File: config.mk
export PLATFORM = sky130hd
export DESIGN_NAME = systolic_sort_engine
export DESIGN_NICKNAME = d
export VERILOG_FILES = /design/src/rtl/sort_pkg.sv /design/src/rtl/sort_cmp_swap.sv /design/src/rtl/systolic_sort_engine.sv
export SDC_FILE = /design/constraint.sdc
export NUM_CORES = 1
export LEC_CHECK = 0
export CORE_MARGIN = 2
export CORE_UTILIZATION = 35
export DETAILED_ROUTE_END_ITERATION = 7
export PLACE_DENSITY = 0.6
export SLEW_MARGIN = 25
export SYNTH_ARGS = -nofsm -noshare
export SYNTH_HDL_FRONTEND = slang
export SYNTH_SLANG_ARGS = --single-unit
File: constraint.sdc
create_clock -name clk -period 5.16 [get_ports clk]
set_clock_uncertainty 0.15 [all_clocks]
set_input_delay 0.516 -clock clk [delete_from_list [all_inputs] [get_ports clk]]
set_output_delay 0.516 -clock clk [all_outputs]
set_load 0.005 [all_outputs]
File: src/rtl/sort_pkg.sv
// Shared types and sizing helpers for the systolic sort engine and its compare-exchange cells.
package sort_pkg;

  localparam int unsigned OUTPUT_BUF_DATASIZE = 8;

  typedef enum logic [1:0] {
    ST_IDLE = 2'd0,
    ST_SORT = 2'd1,
    ST_DONE = 2'd2
  } sort_state_e;

  function automatic int unsigned idx_width(input int unsigned n);
    return (n < 2) ? 1 : $clog2(n);
  endfunction

  function automatic int unsigned phase_width(input int unsigned n);
    return $clog2(n + 1);
  endfunction

endpackage

File: src/rtl/sort_cmp_swap.sv
// One compare-exchange cell: orders a {key, idx} pair; strict compare keeps equal keys in place.
// Defining SORT_SIGNED_EN switches the key compare to two's-complement signed.
module sort_cmp_swap #(
  parameter int unsigned W  = 8,
  parameter int unsigned IW = 3
) (
  input  logic [W-1:0]  lo_key_i,
  input  logic [IW-1:0] lo_idx_i,
  input  logic [W-1:0]  hi_key_i,
  input  logic [IW-1:0] hi_idx_i,
  input  logic          desc_i,
  output logic [W-1:0]  lo_key_c,
  output logic [IW-1:0] lo_idx_c,
  output logic [W-1:0]  hi_key_c,
  output logic [IW-1:0] hi_idx_c
);

  logic lo_gt;
  logic lo_lt;
  logic swap;

`ifdef SORT_SIGNED_EN
  assign lo_gt = $signed(lo_key_i) > $signed(hi_key_i);
  assign lo_lt = $signed(lo_key_i) < $signed(hi_key_i);
`else
  assign lo_gt = lo_key_i > hi_key_i;
  assign lo_lt = lo_key_i < hi_key_i;
`endif

  assign swap = desc_i ? lo_lt : lo_gt;

  assign lo_key_c = swap ? hi_key_i : lo_key_i;
  assign lo_idx_c = swap ? hi_idx_i : lo_idx_i;
  assign hi_key_c = swap ? lo_key_i : hi_key_i;
  assign hi_idx_c = swap ? lo_idx_i : hi_idx_i;

endmodule

File: src/rtl/systolic_sort_engine.sv
// N-lane odd-even transposition sorter, one phase per enabled cycle, valid/ready on both sides.
// Signed key ordering is selected by defining SORT_SIGNED_EN (applied inside sort_cmp_swap).
module systolic_sort_engine
  import sort_pkg::*;
#(
  parameter int unsigned N  = 8,
  parameter int unsigned W  = OUTPUT_BUF_DATASIZE,
  parameter int unsigned IW = idx_width(N)
) (
  input  logic            clk,
  input  logic            rst,
  input  logic            en,
  input  logic            in_valid,
  output logic            in_ready,
  input  logic [N*W-1:0]  in,
  input  logic            desc,
  output logic            out_valid,
  input  logic            out_ready,
  output logic [N*W-1:0]  out,
  output logic [N*IW-1:0] out_idx,
  output logic [W-1:0]    max_out
);

  localparam int unsigned PW   = phase_width(N);
  localparam int unsigned NE   = N / 2;
  localparam int unsigned NO   = (N - 1) / 2;
  localparam int unsigned NO_A = (NO == 0) ? 1 : NO;

  sort_state_e   state_q, state_d;
  logic [PW-1:0] phase_q, phase_d;
  logic          desc_q, desc_d;
  logic [W-1:0]  key_q [N];
  logic [W-1:0]  key_d [N];
  logic [IW-1:0] idx_q [N];
  logic [IW-1:0] idx_d [N];

  logic [W-1:0]  ev_lo_k [NE];
  logic [W-1:0]  ev_hi_k [NE];
  logic [IW-1:0] ev_lo_i [NE];
  logic [IW-1:0] ev_hi_i [NE];
  logic [W-1:0]  od_lo_k [NO_A];
  logic [W-1:0]  od_hi_k [NO_A];
  logic [IW-1:0] od_lo_i [NO_A];
  logic [IW-1:0] od_hi_i [NO_A];

  logic [W-1:0]  net_k [N];
  logic [IW-1:0] net_i [N];
  logic          accept;
  logic          out_fire;

  // Even-phase cells pair (2k, 2k+1); odd-phase cells pair (2k+1, 2k+2).
  for (genvar k = 0; k < NE; k++) begin : g_even
    sort_cmp_swap #(.W(W), .IW(IW)) u_cs (
      .lo_key_i (key_q[2*k]),
      .lo_idx_i (idx_q[2*k]),
      .hi_key_i (key_q[2*k+1]),
      .hi_idx_i (idx_q[2*k+1]),
      .desc_i   (desc_q),
      .lo_key_c (ev_lo_k[k]),
      .lo_idx_c (ev_lo_i[k]),
      .hi_key_c (ev_hi_k[k]),
      .hi_idx_c (ev_hi_i[k])
    );
  end

  for (genvar k = 0; k < NO; k++) begin : g_odd
    sort_cmp_swap #(.W(W), .IW(IW)) u_cs (
      .lo_key_i (key_q[2*k+1]),
      .lo_idx_i (idx_q[2*k+1]),
      .hi_key_i (key_q[2*k+2]),
      .hi_idx_i (idx_q[2*k+2]),
      .desc_i   (desc_q),
      .lo_key_c (od_lo_k[k]),
      .lo_idx_c (od_lo_i[k]),
      .hi_key_c (od_hi_k[k]),
      .hi_idx_c (od_hi_i[k])
    );
  end

  // Phase network result, selected by phase parity; unpaired end lanes pass through.
  always_comb begin
    for (int i = 0; i < int'(N); i++) begin
      net_k[i] = key_q[i];
      net_i[i] = idx_q[i];
    end
    if (!phase_q[0]) begin
      for (int k = 0; k < int'(NE); k++) begin
        net_k[2*k]   = ev_lo_k[k];
        net_i[2*k]   = ev_lo_i[k];
        net_k[2*k+1] = ev_hi_k[k];
        net_i[2*k+1] = ev_hi_i[k];
      end
    end else begin
      for (int k = 0; k < int'(NO); k++) begin
        net_k[2*k+1] = od_lo_k[k];
        net_i[2*k+1] = od_lo_i[k];
        net_k[2*k+2] = od_hi_k[k];
        net_i[2*k+2] = od_hi_i[k];
      end
    end
  end

  assign in_ready  = (state_q == ST_IDLE) | ((state_q == ST_DONE) & out_ready);
  assign out_valid = (state_q == ST_DONE);
  assign accept    = en & in_valid & in_ready;
  assign out_fire  = en & out_valid & out_ready;

  always_comb begin
    state_d = state_q;
    phase_d = phase_q;
    desc_d  = desc_q;
    key_d   = key_q;
    idx_d   = idx_q;
    case (state_q)
      ST_IDLE: ;
      ST_SORT: begin
        if (en) begin
          key_d   = net_k;
          idx_d   = net_i;
          phase_d = phase_q + PW'(1);
          if (phase_q == PW'(N - 1)) state_d = ST_DONE;
        end
      end
      ST_DONE: begin
        if (out_fire) state_d = ST_IDLE;
      end
      default: state_d = ST_IDLE;
    endcase
    // A new vector overrides the DONE->IDLE return so back-to-back runs skip the idle cycle.
    if (accept) begin
      for (int i = 0; i < int'(N); i++) begin
        key_d[i] = in[i*W +: W];
        idx_d[i] = IW'(i);
      end
      desc_d  = desc;
      phase_d = '0;
      state_d = ST_SORT;
    end
  end

  always_ff @(posedge clk or negedge rst) begin
    if (!rst) begin
      state_q <= ST_IDLE;
      phase_q <= '0;
      desc_q  <= 1'b0;
      for (int i = 0; i < int'(N); i++) begin
        key_q[i] <= '0;
        idx_q[i] <= '0;
      end
    end else begin
      state_q <= state_d;
      phase_q <= phase_d;
      desc_q  <= desc_d;
      key_q   <= key_d;
      idx_q   <= idx_d;
    end
  end

  always_comb begin
    for (int i = 0; i < int'(N); i++) begin
      out[i*W +: W]      = key_q[i];
      out_idx[i*IW +: IW] = idx_q[i];
    end
  end

  assign max_out = desc_q ? key_q[0] : key_q[N-1];

endmodule

Yosys cells after proc, flatten, opt, wreduce, memory -nomap -nowiden:

Index checks and enable logic that the tools add are counted.

* flip-flop bits (word level): 95
* input bits: 70
* output and inout bits: 98
* word-level logic and storage cells: 126

* add/sub/neg operators: 1
* magnitude comparators: 14
* equality and inequality tests: 11
* muxes and demuxes: 56
* bitwise logic cells: 6
* reduce and logical (&&, ||, !) cells: 19

Operators with widths (number)
* 2-to-1 mux 64 bit: 3
* 2-to-1 mux 8 bit: 17
* 2-to-1 mux 24 bit: 3
* greater-than comparator 8 bit: 7
* less-than comparator 8 bit: 7
* 2-to-1 mux 3 bit: 16
* 2-to-1 mux 48 bit: 1
* AND reduction 4 bit: 9
* 2-to-1 mux 18 bit: 1
* 2-to-1 mux 4 bit: 3
* inequality test 3 x 1 -> 1 bit (second input constant): 4
* nonzero test 3 bit: 4
* 2-to-1 mux 2 bit: 4
* nonzero test 2 bit: 4
* 2-to-1 mux 1 bit: 7
* inequality test 3 bit (second input constant): 2
* one-hot mux 2 bit (3 select lines): 1
* bitwise AND 1 bit: 5
* adder 4 x 1 -> 4 bit (second input constant): 1
* == test 4 x 3 -> 1 bit (second input constant): 1
* == test 2 x 1 -> 1 bit (second input constant): 1
* == test 2 bit (second input constant): 1
* logical NOT 2 bit: 1
* inequality test 2 x 1 -> 1 bit (second input constant): 1
* 3 further kinds: 3

Depth between registers and ports, before layout:

Gate-level depths: netlist (run 1).

* depth after elaboration: 7
* mapped depth: 10

By module:

From an unflattened synthesis (run 1), not the netlist that was laid out.

* cell total of the unflattened synthesis: 890
* area total of the unflattened synthesis: 9223.8 sq um

By module, submodules not included
* systolic_sort_engine: times used 1, cells each 498, area each 5212.5 sq um, seq. area each 2377.3 sq um
* sort_cmp_swap: times used 7, cells each 56, area each 573.0 sq um, seq. area each 0.0 sq um

Worst setup path after synthesis (run 1):

Ideal clock, no wire load.

* kind: register to register
* from: register key_q (netlist bit out[9])
* to: register key_q (netlist bit out[1])
* library setup time: 0.094 ns
* arrival: 1.991 ns
* data required time: 4.916 ns
* slack: 2.925 ns
* stages on the path, launching flop included: 10
* buffers on the path: 1
* clock period less this slack: 2.235 ns
* path through: dfrtp_1 -> inv_1 -> ha_1 -> nor2b_1 -> o211ai_1 -> a21o_1 -> nand3_1 -> a21o_1 -> buf_2 -> a211oi_1

* word-level cells in the longest chain between the ends: 5
* elaborated cells between the ends (all ways): 10
* those cells by class: order compare (2); mux (6); reduce/logical (2)

RTL lines
* start: declaration: RTL line systolic_sort_engine.sv:32 `logic [W-1:0] key_q [N];`
* start signal: assignment: RTL line systolic_sort_engine.sv:154 `key_q <= key_d;`
* branches (longest 5 deep; another with greater-than comparator 8 bit)

Several ways; the timed one is not identified. The select of a mux whose other input is x is not followed.
A chain may end at the register's enable or synchronous reset.

Final worst setup path (run 1):

* from: input en
* to: register key_q (netlist bit out[39])

* word-level cells in the longest chain between the ends: 4
* elaborated cells between the ends (all ways): 8
* those cells by class: eq/ne (1); mux (1); bitwise (2); reduce/logical (4)

RTL lines
* start: declaration: RTL line systolic_sort_engine.sv:12 `input logic en,`
* bitwise AND 1 bit (2 in a row): RTL line systolic_sort_engine.sv:105 `assign accept = en & in_valid & in_ready;`
* inequality test 3 x 1 -> 1 bit (no line) (tied with other cells)
* AND reduction 4 bit (no line)

Parallel ways exist; a longest one is shown, timed or not.

==> metrics.yaml, run 1 <==
cts_htree_levels: 3
gp_congestion: 0.876
max_stage_delay_ns: 0.64
rsz0062_at_grt: "no"
p_leak_nw: 4.22
post_synth_inst_count: 726
finalMaxSlewViolations: 0
grt_usage: 0.224
setup_violations: 0
final_common_cell: "clkdlybuf4s50_1"
ios: 168
cts.sinks: 95
crit_chain: "clkdlybuf4s50_1 > nand2_1 > a211oi_4 > buf_4 > a311o_1 > o22ai_2 > mux2i_1"
die_h_um: 144
num_vias: 6001
synth_top_area_cell: "dfrtp_1"
postLayoutSetupSlackWorst_ns: 2.22
max_freq_mhz: 340
cts_hold_buf: 0
cts_tree: "done"
wire_per_inst_um: 19.8
pre_cts_ws_ns: 1.85
synth_edf_count: 0
syn_area_per_cell_um2: 9.41
coreArea_mm2: 0.0193
drt_iter0_markers: 349
worst_setup_path_start_kind: "primary input"
post-route-cell-area_mm2: 0.00895
setup_tns_ns: 0
die-width_um: 144
clk_pin_slew_worst_paths_ns: 0.07
antennaDiodeCount: 0
cts_setup_buffers: 0
critPathArrivalTime_ns: 3.00
yosysSeqAreaShare: 0.348
syn_area_mm2: 0.00683
end_kind: "flop"
worst_pin_slew_ns: 0.893
synth_top_area_share: 0.348
antenna_found_initial: 0
totalWireLength_um: 22600
required_ns: 5.22
grt_overflow_total: 0
syn_to_final_growth_pct: 31.0
syn_nets: 853
cpMaxStageDelayCell: "buf_4"
whs_ns: 0.0151
start_util: 0.353
hpwl_um: 17400
hold_class: "primary input to async pin"
placementRows: 51
synth_cell_types: 51
synthTopCellsByArea: "dfrtp_1 35%, mux2i_1 16%, ha_1 10%"
p_per_area_mw_per_mm2: 711
drt-pass1-iter-count: 5
fin_crit_sh: 0.570
ctsResizeCount: 0
synth-main-ff-cell: "dfrtp_1"
ir_worst_vdd_mv: 0.279
max_slew_margin: 0.403
drc_errors: 0
first_global_vias: 5957
drv_cap: 0
period_minus_slack_ns: 2.94
place_area_mm2: 0.00864
cts_buffers: 9
drive_above_1_share: 0.0560
die_area_mm2: 0.0206
cts_root_buffer: "clkbuf_16"
detail_route.vias_per_cell: 5.26
clkLatencyLatePin_ns: 0.36
nNetsFinal: 997
detail-route-antenna-nets: 0
portBuffers: 167
async_flop_share: 1.00
status: "finished clean"
path_class: "primary input to flop"
grt_start_max_net_pins: 77
synth_warnings: 0
layout_common_cells: "166 x clkdlybuf4s50_1, 111 x mux2i_1, 93 x dfrtp_1"
cts_max_path_buffers: 2
synth_seq_cells: 95
hold_violations: 0
grt_pass1_wl_um: 34900
path_max_fanout: 76
[final timing paths]
path | cells past startpoint | slack (ns) | endpoint | start
worst max register to register | 8 | 2.28 | out[48] | out[55]
worst min register to register | 1 | 0.39 | out_idx[4] | out_idx[4]
min in group clk | 1 | 0.39 | out_idx[4] | out_idx[4]
worst min-delay path | 1 | 0.02 | out[2] | rst
worst max-delay path | 7 | 2.22 | out[39] | en
max in group asynchronous | 2 | 3.66 | phase_q[0] | rst
[per-layer routing]
metal,wire length (um),vias to the layer above,share of wire,GRT usage
met4,285,0,0.013,0.0470
met3,1240,21,0.055,0.0417
met5,0,-,0,0
met2,10300,185,0.46,0.355
met1,10800,2883,0.48,0.319
li1,-,2912,-,-
[metrics by stage]
stage / std cells / total power, mW / util
5_1_grt: 1140 / 6.89 / 0.463
2_1_floorplan: 726 / 4.17 / -
3_3_place_gp: 1124 / 5.58 / 0.447
6_report: 1140 / 6.37 / 0.463
4_1_cts: 1140 / 6.39 / 0.463
3_5_place_dp: 1124 / 5.65 / 0.447
[registers in the layout, summed over array words and instances (netlist names)]
signal   cells
out         64
out_idx     24
phase_q      4
state_q      2
desc_q       1
[synth_stat cells (all sizes together) (5+ instances only)]
cell,n
a2bb2oi,7
ha,57
o211ai,9
nor2b,8
buf,35
a211oi,30
o2bb2ai,8
nand4,15
mux2,5
mux2i,111
clkbuf,5
dfrtp,95
nor2,87
a21oi,79
nand2,30
inv,68
a311oi,8
nand3,8
o21ai,17
a21o,8
o311ai,5
[final cells by class]
cell class / count / area [um2]
sequential: 95 / 2380
fill: 1862 / 10400
multi-input combinational: 523 / 3960
clock inverter: 3 / 40.0
clock buffer: 13 / 270
timing repair buffer: 173 / 1710
tap: 265 / 332
inverter: 68 / 255
[kinds of logic after synthesis]
group,Yosys count,synth area share
compound gates,191,0.196
simple gates,157,0.104
mux,116,0.171
buf+inv,108,0.0736
flops,95,0.348
fa+ha+maj,57,0.104
xor+xnor,2,0.00257
[critical path: cells and delay by family]
family | cells | cell delay [ns]
AOI/OAI and AO/OA | 3 | 0.84
buffers and inverters | 2 | 1.25
and+or+nand+nor | 1 | 0.14
muxes | 1 | 0.21
[where the power goes]
part	total (mW)	switching [mW]	leakage (nW)	internal (mW)
Clock	0.716	0.301	0.156	0.414
Combinational	3.88	1.92	3.02	1.96
Sequential	1.77	0.673	1.04	1.10
Total	6.37	2.90	4.22	3.47
Power figures use the tool's default switching activity.
==> inputs of run 2 (changes only) <==
Settings changed: PLACE_DENSITY 0.6 to 0.62.
Clock period 5.16 ns to 2.7 ns, I/O delays scaled along.
==> run 2 against run 1 <==
Net effect:
- clock power up 83%
- worst hold slack improved by 0.27 ns
- sequential cell count unchanged
- core utilization grew 2.2 points
- final area is 4.8% higher
- total power increased by 100%
- combinational power increased by 120%
- register-to-register slack worse by 2.1 ns
- final cell count grew 3.9%
- non-clock buffer count grew 45
- global-route usage grew 0.50 points
==> metrics.yaml, run 2 (same netlist as run 1, synthesis figures left out) <==
status: "finished clean"
path_class: "flop to flop"
required_ns: 2.82
num_vias: 6217
placementRows: 51
grt_pass1_wl_um: 35600
setup_violations: 0
finalMaxSlewViolations: 0
n_fill_cell: 1836
hold_violations: 0
period_minus_slack_ns: 2.55
drt-pass1-iter-count: 5
antenna_found_initial: 0
die_area_mm2: 0.0206
ios: 168
syn_to_final_growth_pct: 37.3
portBuffers: 167
clkLatencyLatePin_ns: 0.35
rrSetupSlack_ns: 0.15
ir_worst_vdd_mv: 0.537
wire_per_inst_um: 19.6
hold_class: "primary input to async pin"
start_util: 0.353
end_kind: "flop"
reg2reg_from: "out[43]"
die-width_um: 144
drive_above_1_share: 0.107
setup_tns_ns: 0
grt_overflow_total: 0
antennaDiodeCount: 0
cts_max_path_buffers: 2
drv_cap: 0
cts.sinks: 95
worst_pin_slew_ns: 0.557
hpwl_um: 18000
cts_tree: "done"
seqCellArea_mm2: 0.00239
rsz0062_at_grt: "no"
r2r_cells: 8
clk_pin_slew_worst_paths_ns: 0.07
crit-reg2reg-capture: "out[34]"
final_common_cell: "clkdlybuf4s50_1"
p_per_area_mw_per_mm2: 1380
max_freq_mhz: 392
multi_input_area_mm2: 0.00396
nNetsFinal: 1042
cts_root_buffer: "clkbuf_16"
cts_setup_buffers: 0
coreArea_mm2: 0.0193
p_leak_nw: 4.45
detail_route.vias_per_cell: 5.25
critPathArrivalTime_ns: 2.67
path_max_fanout: 8
finalPower_mw: 13.0
drt_iter0_markers: 523
gp_congestion: 0.853
die_h_um: 144
grt_usage: 0.229
detail-route-antenna-nets: 0
largest_reg_flops: 64
drc_errors: 0
worst_setup_path_start_kind: "flop"
fin_crit_sh: 0.945
cts_buffers: 9
cts_htree_levels: 3
first_global_vias: 6079
totalWireLength_um: 23200
max_slew_margin: 0.628
layout_common_cells: "166 x clkdlybuf4s50_1, 111 x mux2i_1, 87 x nor2_1, 87 x dfrtp_1, 78 x a21oi_1"
grt_start_max_net_pins: 61
-- run 2: cell types whose count changed in the layout (fill, tap and decap cells not counted), sizes merged --
cell,change
clkinv,+1
buf,+44
clkbuf,-1
dlygate4sd3,+1
-- run 2: worst max-delay path by stage --
stage	from	endpoint
detailed placement	en	out[8]
global route	out[35]	out[34]
floorplan	out[9]	out[1]
finish	out[43]	out[34]
CTS	out[47]	out[34]
global placement	en	out[12]
-- run 2: worst max-delay path, stage by stage (launching register included) --
cell and delay (ns):
dfrtp_1 0.54, inv_1 0.12, ha_1 0.34, o211ai_1 0.10, a21o_1 0.18, a311o_1 0.39
o22ai_2 0.26, buf_12 0.18, mux2i_1 0.20
-- run 2: cell type report --
class / instances / share of cell area
inverters: 68 / 0.0272
clock buffers: 12 / 0.0263
clock inverters: 4 / 0.00480
well taps: 265 / 0.0353
multi-input cells: 523 / 0.422
repair buffers: 218 / 0.230
flip-flops and latches: 95 / 0.255
-- run 2: power breakdown --
group          internal [mW]  total (mW)  switching (mW)  leakage, nW
registers               2.11        3.21            1.10         1.04
logic                   4.38        8.43            4.06         3.26
clock network          0.740        1.31           0.570        0.146
total                   7.23        13.0            5.73         4.45
-- run 2: what timing repair did --
item                       4_1_cts  5_1_grt
hold endpoints to repair        35        0
hold buffers                     1        0
resized for setup                0        7
setup endpoints to repair        0       16
-- run 2: through the flow --
stage	cell area, um2	setup slack, ns	cells	hold WS [ns]	util
2_1_floorplan	6830	0.465	726	-0.176	-
3_3_place_gp	9070	0.0630	1168	0.136	0.469
3_5_place_dp	9070	0.0356	1168	0.143	0.469
4_1_cts	9370	0.122	1185	0.309	0.485
5_1_grt	9380	0.00191	1185	0.344	0.485
6_report	9380	0.149	1185	0.290	0.485
-- run 2: routing by layer --
layer | vias to the layer above | part of all wire | track usage
li1 | 2994 | - | -
met3 | 38 | 0.056 | 0.0307
met1 | 2962 | 0.48 | 0.335
met4 | 0 | 0.025 | 0.0774
met2 | 223 | 0.44 | 0.347
met5 | - | 0 | 0
==> inputs of run 3 (changes only) <==
Settings changed: CELL_PAD_IN_SITES_DETAIL_PLACEMENT set to 1, CELL_PAD_IN_SITES_GLOBAL_PLACEMENT set to 1, CORE_UTILIZATION 35 to 34, PLACE_DENSITY 0.62 to 0.77.
==> run 3 against run 2 <==
Net effect:
- worst setup slack worse by 0.026 ns
- via count is 4.9% higher
- largest power group unchanged
- combinational power is 8.7% higher
- first-iteration DRC count is 47% lower
- total power is 5.2% higher
==> metrics.yaml, run 3 (same netlist as run 1, synthesis figures left out) <==
status: "finished clean"
period_minus_slack_ns: 2.58
syn_to_final_growth_pct: 39.7
final_cells: 1201
hold_end: "desc_q"
max_stage_delay_ns: 0.52
clkLatencyLatePin_ns: 0.36
antenna_found_initial: 0
placementRows: 51
rsz0062_at_grt: "no"
seq_power_share: 0.220
combPwrFrac: 0.672
grt_overflow_total: 0
path_max_fanout: 8
nNetsFinal: 1059
drc_errors: 0
ir_worst_vdd_mv: 0.526
cts_tree: "done"
portBuffers: 167
max_freq_mhz: 388
crit_chain: "inv_1 > ha_1 > nand4_1 > a21o_1 > a311o_1 > o22ai_2 > buf_12 > mux2i_1"
drv_cap: 0
drive_above_1_share: 0.119
worst_pin_slew_ns: 0.772
totalWireLength_um: 25900
cts_root_buffer: "clkbuf_16"
critPathArrivalTime_ns: 2.70
p_sw_mw: 6.05
dp.cells: 1185
reg2reg_from: "out[45]"
num_vias: 6524
worst_setup_path_start_kind: "flop"
ios: 168
grt_start_max_net_pins: 55
cts_buffers: 9
grt_pass1_wl_um: 40400
drt-pass1-iter-count: 4
detail-route-antenna-nets: 0
p_sw_frac: 0.444
wire_per_inst_um: 21.5
cts_htree_levels: 3
hold_class: "primary input to flop"
rrSetupSlack_ns: 0.12
hold_violations: 0
finalMaxSlewViolations: 0
top_layer: "met4"
postLayoutSetupSlackWorst_ns: 0.122
first_global_vias: 7110
crit-reg2reg-capture: "out[36]"
largest_reg_flops: 64
start_util: 0.349
cts_max_path_buffers: 2
critical-path-top-delay-family: "compound AO/OA/AOI/OAI gates"
power_frac_clock: 0.108
path_class: "flop to flop"
required_ns: 2.82
final_common_cell: "clkdlybuf4s50_1"
wl_met3_um: 1230
cts_setup_buffers: 0
coreArea_mm2: 0.0196
cts.sinks: 95
die-width_um: 146
fin_crit_sh: 0.955
grt_usage: 0.244
p_per_area_mw_per_mm2: 1430
drt_iter0_markers: 279
wl_met1_um: 11300
pre_cts_ws_ns: 0.0281
min_path_cells: 3
cpMaxStageDelayCell: "dfrtp_1"
final_util: 0.487
intPower_mw: 7.58
clk_pin_slew_worst_paths_ns: 0.07
p_leak_nw: 4.55
hpwl_um: 20300
antennaDiodeCount: 0
detail_route.vias_per_cell: 5.43
layout_common_cells: "166 x clkdlybuf4s50_1, 111 x mux2i_1, 91 x dfrtp_1"
whs_ns: 0.353
die_area_mm2: 0.0212
r2r_cells: 8
wl_met2_um: 12600
setup_tns_ns: 0
hold_start: "desc"
end_kind: "flop"
gp_congestion: 0.839
setup_violations: 0
max_slew_margin: 0.485
worst-path-buf-inv: 2
die_h_um: 146
[run 3: cell types whose count changed in the layout (fill, tap and decap cells not counted), moves of 2 or more]
cell / previous run / this run
dfrtp_1: 87 / 91
clkinv_2: 3 / 1
buf_4: 43 / 61
bufinv_16: 1 / 3
dfrtp_2: 7 / 3
[run 3: area by class of cell]
| type | instances | area, um2 |
|---|---|---|
| Clock buffer | 11 | 233 |
| Clock inverter | 4 | 95.1 |
| Fill cell | 2249 | 10000 |
| Inverter | 68 | 255 |
| Multi-Input combinational cell | 523 | 3970 |
| Sequential cell | 95 | 2380 |
| Tap cell | 265 | 332 |
| Timing Repair Buffer | 235 | 2270 |
[run 3: per-stage QoR]
| step | area, um2 | power (mW) |
|---|---|---|
| final | 9540 | 13.6 |
| after global routing | 9540 | 14.6 |
| after CTS | 9520 | 13.6 |
| after detailed placement | 9190 | 12.1 |
| after global placement | 9190 | 11.8 |
| after floorplan | 6830 | 7.97 |
[run 3: worst max-delay path by stage]
stage,slack (ns),endpoint,depth (start not counted),startpoint
5_1_grt,0.01,out[36],9,out[37]
6_report,0.12,out[36],8,out[45]
3_5_place_dp,0.03,out_idx[6],8,out[25]
2_1_floorplan,0.46,out[1],9,out[9]
4_1_cts,0.06,out[27],9,out[25]
3_3_place_gp,0.10,out_idx[7],8,out[25]
[run 3: what timing repair did]
| action | 4_1_cts | 5_1_grt |
|---|---|---|
| endpoints found under the hold margin | 51 | 0 |
| pin swaps | 0 | 0 |
| endpoints found under the setup margin | 1 | 11 |
| resized for setup | 1 | 5 |
| hold buffers | 1 | 0 |
[run 3: tightest hold or removal path, stage by stage]
cell	delay, ns
clkdlybuf4s50_1	0.43
nand2_1	0.07
nand2_1	0.05
[run 3: metal layers]
metal,vias up,GRT usage
met5,-,0
met4,0,0.0971
met2,192,0.417
met3,40,0.0426
met1,3270,0.307
li1,3022,-
[run 3: power groups by stage]
stage / combinational, mW / clock, mW / sequential, mW
finish: 9.16 / 1.48 / 3.00
global route: 9.95 / 1.55 / 3.08
CTS: 9.14 / 1.50 / 2.99
detailed placement: 9.04 / 0 / 3.01
global placement: 8.76 / 0 / 3.00
floorplan: 5.21 / 0 / 2.75
